<file path="src/rtl/elastic_pipereg.sv">
// elastic_pipereg: circular-buffer pipeline register with stall, keep-aware flush and bubble squashing.
// Optional same-cycle in->out bypass when empty is enabled by defining ELASTIC_PIPEREG_BYPASS_EN.
module elastic_pipereg #(
    parameter int WIDTH = 32,
    parameter int DEPTH = 2
) (
    input  logic                     clk,
    input  logic                     reset,
    input  logic                     in_valid,
    output logic                     in_ready,
    input  logic [WIDTH-1:0]         in_data,
    input  logic                     in_keep,
    output logic                     out_valid,
    input  logic                     out_ready,
    output logic [WIDTH-1:0]         out_data,
    output logic                     out_keep,
    input  logic                     stall,
    input  logic                     flush,
    output logic [$clog2(DEPTH):0]   count
);
    localparam int PTR_W = $clog2(DEPTH);
    localparam int CNT_W = PTR_W + 1;

    logic [DEPTH-1:0]            live_q, live_d;
    logic [DEPTH-1:0]            keep_q, keep_d;
    logic [DEPTH-1:0][WIDTH-1:0] data_q, data_d;
    logic [PTR_W-1:0]            rd_ptr_q, rd_ptr_d;
    logic [PTR_W-1:0]            wr_ptr_q, wr_ptr_d;
    logic [CNT_W-1:0]            count_q, count_d;

    logic full, empty, head_live, stored_vld, byp, push, pop;

    always_comb begin
        full       = (count_q == CNT_W'(DEPTH));
        empty      = (count_q == '0);
        head_live  = live_q[rd_ptr_q];
        stored_vld = !empty && head_live && !stall;
`ifdef ELASTIC_PIPEREG_BYPASS_EN
        byp        = empty && in_valid && !stall && !flush;
`else
        byp        = 1'b0;
`endif
        in_ready   = !full && !stall;
        out_valid  = stored_vld || byp;
        out_data   = '0;
        out_keep   = 1'b0;
        if (byp) begin
            out_data = in_data;
            out_keep = in_keep;
        end else if (stored_vld) begin
            out_data = data_q[rd_ptr_q];
            out_keep = keep_q[rd_ptr_q];
        end
        // A bypassed entry that is taken immediately never touches storage.
        push = in_valid && in_ready && !(byp && out_ready);
        // Dead heads drain on their own; live heads need the consumer.
        pop  = !empty && !stall && (!head_live || out_ready);
    end

    assign count = count_q;

    always_comb begin
        live_d   = live_q;
        keep_d   = keep_q;
        data_d   = data_q;
        rd_ptr_d = rd_ptr_q + PTR_W'(pop);
        wr_ptr_d = wr_ptr_q + PTR_W'(push);
        count_d  = count_q + CNT_W'(push) - CNT_W'(pop);
        if (flush) begin
            for (int i = 0; i < DEPTH; i++) begin
                if (({1'b0, PTR_W'(i) - rd_ptr_q} < count_q) && !keep_q[i])
                    live_d[i] = 1'b0;
            end
        end
        if (push) begin
            live_d[wr_ptr_q] = flush ? in_keep : 1'b1;
            keep_d[wr_ptr_q] = in_keep;
            data_d[wr_ptr_q] = in_data;
        end
    end

    always_ff @(posedge clk) begin
        if (reset) begin
            live_q   <= '0;
            keep_q   <= '0;
            data_q   <= '0;
            rd_ptr_q <= '0;
            wr_ptr_q <= '0;
            count_q  <= '0;
        end else begin
            live_q   <= live_d;
            keep_q   <= keep_d;
            data_q   <= data_d;
            rd_ptr_q <= rd_ptr_d;
            wr_ptr_q <= wr_ptr_d;
            count_q  <= count_d;
        end
    end
endmodule

</file>
<file path="config.mk">
export PLATFORM = sky130hd
export DESIGN_NAME = elastic_pipereg
export DESIGN_NICKNAME = d
export VERILOG_FILES = /design/src/rtl/elastic_pipereg.sv
export SDC_FILE = /design/constraint.sdc
export NUM_CORES = 1
export LEC_CHECK = 0
export ABC_AREA = 1
export CAP_MARGIN = 25
export CORE_MARGIN = 1.5
export CORE_UTILIZATION = 50
export DETAILED_ROUTE_END_ITERATION = 16
export GPL_ROUTABILITY_DRIVEN = 1
export PLACE_DENSITY = 0.8
export SLEW_MARGIN = 20
export SYNTH_ARGS = -nofsm -noshare
export SYNTH_HDL_FRONTEND = slang
export SYNTH_SLANG_ARGS = --single-unit
</file>
<file path="constraint.sdc">
create_clock -name clk -period 2.46 [get_ports clk]
set_input_delay 0.492 -clock clk [delete_from_list [all_inputs] [get_ports clk]]
set_output_delay 0.492 -clock clk [all_outputs]
set_load 0.03 [all_outputs]
</file>
==> metrics.txt <==
# TYPE chip_impl_metric gauge
chip_impl_metric{name="routed-via-count",unit=""} 3136
chip_impl_metric{name="power.density_cell_area",unit="nW/um2"} 777
chip_impl_metric{name="post_drt_wl_per_cell",unit="um"} 13.3
chip_impl_info{name="rr_endpoint",value="count[1]"} 1
chip_impl_metric{name="syn-instance-count",unit=""} 455
chip_impl_info{name="worstHoldPathType",value="reg2reg"} 1
chip_impl_metric{name="grt_util_all_layers",unit=""} 0.245
chip_impl_metric{name="cts_hold_buf",unit=""} 0
chip_impl_metric{name="effective_utilization_at_floorplan",unit=""} 0.512
chip_impl_metric{name="diodes",unit=""} 0
chip_impl_metric{name="grt_pass1_vias",unit=""} 2993
chip_impl_metric{name="final_min_period_over_clock_period",unit=""} 0.970
chip_impl_info{name="main_combinational_cell_family_by_area_after_synthesis",value="simple AND/OR/NAND/NOR gates"} 1
chip_impl_metric{name="worst_skew_pair.late_latency",unit="ns"} 0.34
chip_impl_info{name="yosysTopAreaCell",value="sky130_fd_sc_hd__dfxtp_1"} 1
chip_impl_info{name="result_of_the_run",value="completed"} 1
chip_impl_metric{name="synth_seq_cells",unit=""} 72
chip_impl_info{name="worstSetupEndpoint",value="out_data[1]"} 1
chip_impl_metric{name="boundaryPins",unit=""} 76
chip_impl_metric{name="final_setup_violation_count",unit=""} 0
chip_impl_metric{name="final_hold_viol_count",unit=""} 0
chip_impl_metric{name="ratio_of_routed_vias_to_standard_cells",unit=""} 5.14
chip_impl_metric{name="largest_net_degree_at_the_start_of_global_routing",unit=""} 43
chip_impl_metric{name="clockBufferDepth",unit=""} 2
chip_impl_metric{name="synth_sequential_area_ratio",unit=""} 0.446
chip_impl_metric{name="synthDominantCellAreaShare",unit=""} 0.446
chip_impl_info{name="cts_tree",value="done"} 1
chip_impl_metric{name="synthesis.area",unit="um2"} 3230
chip_impl_metric{name="finalCoreUtilization",unit=""} 0.670
chip_impl_metric{name="fmaxAchievable",unit="GHz"} 0.419
chip_impl_metric{name="critPathMaxFanout",unit=""} 14
chip_impl_metric{name="clock_power_share",unit=""} 0.319
chip_impl_metric{name="die_h",unit="um"} 83.4
chip_impl_metric{name="path_clk_slew",unit="ns"} 0.07
chip_impl_metric{name="post_synth_mux_area_share",unit=""} 0
chip_impl_metric{name="fp.dieW",unit="um"} 83.4
chip_impl_metric{name="yosys_warnings",unit=""} 0
chip_impl_metric{name="initial_antenna_violation_count",unit=""} 0
chip_impl_metric{name="dp_hpwl",unit="um"} 5330
chip_impl_metric{name="first_pass_detailed_route_iteration_total",unit=""} 4
chip_impl_metric{name="post_synth_xor_area_fraction",unit=""} 0.00271
chip_impl_info{name="hold_start",value="data_q[36]"} 1
chip_impl_metric{name="reg2reg_slack",unit="ns"} 0.53
chip_impl_metric{name="clock_net_sink_count",unit=""} 72
chip_impl_metric{name="finalWorstPathRequiredPeriod",unit="ns"} 2.39
chip_impl_metric{name="hold_depth",unit=""} 2
chip_impl_metric{name="final_layout_size_suffix_gt1_frac",unit=""} 0.193
chip_impl_info{name="cells_taking_the_most_area_after_synthesis",value="sky130_fd_sc_hd__dfxtp_1, sky130_fd_sc_hd__nor2_1, sky130_fd_sc_hd__o21ai_0"} 1
chip_impl_metric{name="power",unit="mW"} 3.29
chip_impl_metric{name="portBuffers",unit=""} 75
chip_impl_metric{name="skew",unit="ns"} 0.00658
chip_impl_metric{name="syn_avg_cell_area",unit="um2"} 7.10
chip_impl_metric{name="power.share.combinational",unit=""} 0.255
chip_impl_metric{name="synth_adder_area_share",unit=""} 0.0155
chip_impl_metric{name="worst_hold_check_slack",unit="ns"} 0.500
chip_impl_metric{name="leakage",unit="nW"} 1.80
chip_impl_metric{name="ir_drop",unit="uV"} 599
chip_impl_metric{name="drt.antenna.violating_nets",unit=""} 0
chip_impl_metric{name="setup_total_negative_slack",unit="ns"} 0
chip_impl_metric{name="synthDistinctLibCells",unit=""} 22
chip_impl_metric{name="synthToLayoutAreaGrowth",unit="%"} 31.0
chip_impl_metric{name="coreArea",unit="um2"} 6310
chip_impl_metric{name="dieArea",unit="um2"} 6950
chip_impl_metric{name="cts-htree-levels",unit=""} 3
chip_impl_metric{name="worst_reg_to_reg_path_cell_count",unit=""} 10
chip_impl_metric{name="timing.final.max_slew_violations",unit=""} 0
chip_impl_metric{name="cp_data_required_time",unit="ns"} 1.97
chip_impl_metric{name="final_net_count",unit=""} 571
chip_impl_info{name="worstReg2RegStart",value="rd_ptr_q"} 1
chip_impl_metric{name="syn_nets",unit=""} 498
chip_impl_metric{name="grt_pass1_wl",unit="um"} 13800
chip_impl_info{name="critPathLaunchType",value="primary input"} 1
chip_impl_metric{name="floorplan.rows",unit=""} 29
chip_impl_metric{name="synth_compound_area_frac",unit=""} 0.197
chip_impl_metric{name="signal_arrival_time_at_the_worst_endpoint",unit="ns"} 1.89
chip_impl_info{name="timing_worst_setup_path_type",value="in2out"} 1
chip_impl_metric{name="intPower",unit="mW"} 2.24
chip_impl_metric{name="post_synth_simple_gate_area",unit=""} 0.277
chip_impl_metric{name="remaining_drc_errors",unit=""} 0
chip_impl_info{name="startpoint",value="stall"} 1
chip_impl_metric{name="globalRoute.totalOverflow",unit=""} 0
chip_impl_metric{name="max_cap_violations",unit=""} 0
chip_impl_metric{name="globalplace.congestion",unit=""} 0.766
chip_impl_info{name="cts_root_buffer",value="sky130_fd_sc_hd__clkbuf_8"} 1
chip_impl_metric{name="switching_share",unit=""} 0.318
chip_impl_metric{name="tightestPinTransition",unit="ns"} 0.346
chip_impl_metric{name="p_sw",unit="mW"} 1.05
chip_impl_metric{name="seq_power_share",unit=""} 0.426
chip_impl_metric{name="drt_iter0_markers",unit=""} 162
chip_impl_metric{name="cts_buffers",unit=""} 9
chip_impl_metric{name="slew-limit-headroom",unit=""} 0.769
chip_impl_info{name="critical_path.endpoint_type",value="output port"} 1
chip_impl_metric{name="routed_wirelength",unit="um"} 8100
-- cells in the mapped netlist --
library cell	number
sky130_fd_sc_hd__a21oi_1	6
sky130_fd_sc_hd__a21oi_2	29
sky130_fd_sc_hd__a21oi_4	1
sky130_fd_sc_hd__and2_1	1
sky130_fd_sc_hd__buf_2	9
sky130_fd_sc_hd__buf_4	1
sky130_fd_sc_hd__buf_6	3
sky130_fd_sc_hd__clkbuf_1	16
sky130_fd_sc_hd__dfxtp_1	72
sky130_fd_sc_hd__ha_1	4
sky130_fd_sc_hd__inv_1	11
sky130_fd_sc_hd__inv_2	3
sky130_fd_sc_hd__nand2_1	79
sky130_fd_sc_hd__nand2_2	1
sky130_fd_sc_hd__nand2_4	1
sky130_fd_sc_hd__nand3_1	3
sky130_fd_sc_hd__nand4_1	2
sky130_fd_sc_hd__nor2_1	143
sky130_fd_sc_hd__nor3_1	1
sky130_fd_sc_hd__o21ai_0	67
sky130_fd_sc_hd__or2_2	1
sky130_fd_sc_hd__xnor2_1	1
-- worst min path at each step --
stage,to,slack [ns]
after CTS,data_q[36],0.50
after detailed placement,data_q[55],0.48
final,data_q[36],0.50
after global routing,data_q[28],0.52
after floorplan,data_q[32],0.46
after global placement,data_q[44],0.47
-- through the flow --
stage / setup slack (ns) / instances / instance area, um2
after global routing: -0.00344 / 610 / 4230
after global placement: 0.108 / 593 / 3980
after floorplan: 0.151 / 455 / 3230
after CTS: 0.000513 / 609 / 4210
after detailed placement: 0.0510 / 593 / 3980
final: 0.0747 / 610 / 4230
-- repair_timing --
| item | in CTS | in global routing |
|---|---|---|
| setup endpoints to repair | 0 | 23 |
| gates resized for setup | 0 | 2 |
| buffers inserted | 0 | 1 |
-- placed cells by master (no fill, tap or decap) --
master,Yosys,routed
sky130_fd_sc_hd__buf_4,1,48
sky130_fd_sc_hd__nor3_1,1,1
sky130_fd_sc_hd__dfxtp_2,0,1
sky130_fd_sc_hd__nand3_1,3,3
sky130_fd_sc_hd__clkdlybuf4s50_1,0,41
sky130_fd_sc_hd__o21ai_0,67,67
sky130_fd_sc_hd__and2_1,1,1
sky130_fd_sc_hd__bufinv_16,0,2
sky130_fd_sc_hd__nand2_8,0,1
sky130_fd_sc_hd__inv_2,3,3
sky130_fd_sc_hd__a21oi_4,1,1
sky130_fd_sc_hd__clkinv_4,0,1
sky130_fd_sc_hd__nand2_2,1,1
sky130_fd_sc_hd__or2_2,1,1
sky130_fd_sc_hd__nand4_1,2,2
sky130_fd_sc_hd__inv_1,11,11
sky130_fd_sc_hd__xnor2_1,1,1
sky130_fd_sc_hd__nor2_1,143,143
sky130_fd_sc_hd__clkinv_2,0,2
sky130_fd_sc_hd__dfxtp_1,72,71
sky130_fd_sc_hd__clkbuf_8,0,11
sky130_fd_sc_hd__buf_12,0,2
sky130_fd_sc_hd__ha_1,4,4
sky130_fd_sc_hd__a21oi_1,6,6
sky130_fd_sc_hd__a21oi_2,29,29
sky130_fd_sc_hd__nand2_1,79,79
-- metal layers --
layer  GRT usage  vias up  wire, um
li1            -     1592         -
met1       0.305     1431      3620
met2       0.404      105      3770
met3      0.0775        8       618
met4      0.0758        0        85
met5           0        -         0
-- sequential cells by signal (all words and copies together), names as in the netlist --
name      flops
count         2
keep_q        2
data_q       64
rd_ptr_q      1
live_q        2
wr_ptr_q      1
-- kinds of logic (layout without fill, tap and decap cells) --
group,Yosys count,count (layout)
compound gates,103,103
xor+xnor,1,1
fa+ha+maj,4,4
buf+inv,43,121
flops,72,72
simple gates,232,232
-- power groups by stage --
| stage | logic [mW] | clock network [mW] | registers (mW) |
|---|---|---|---|
| global route | 0.927 | 1.13 | 1.42 |
| detailed placement | 0.819 | 0 | 1.42 |
| CTS | 0.824 | 1.07 | 1.40 |
| global placement | 0.797 | 0 | 1.42 |
| floorplan | 0.537 | 0 | 1.42 |
| finish | 0.838 | 1.05 | 1.40 |
-- worst max-delay path, cell delays in order --
cell and delay, ns:
sky130_fd_sc_hd__clkdlybuf4s50_1 0.49, sky130_fd_sc_hd__a21oi_4 0.25, sky130_fd_sc_hd__nand2_8 0.16, sky130_fd_sc_hd__buf_12 0.19, sky130_fd_sc_hd__a21oi_1 0.13, sky130_fd_sc_hd__buf_4 0.18
-- area by class of cell --
type,count,area (um2)
Clock inverter,5,78.8
Multi-Input combinational cell,340,1600
Fill cell,574,2080
Sequential cell,72,1440
Timing Repair Buffer,91,811
Inverter,14,52.6
Tap cell,77,96.3
Clock buffer,11,151
No activity file was read; power rests on OpenSTA's default activity.
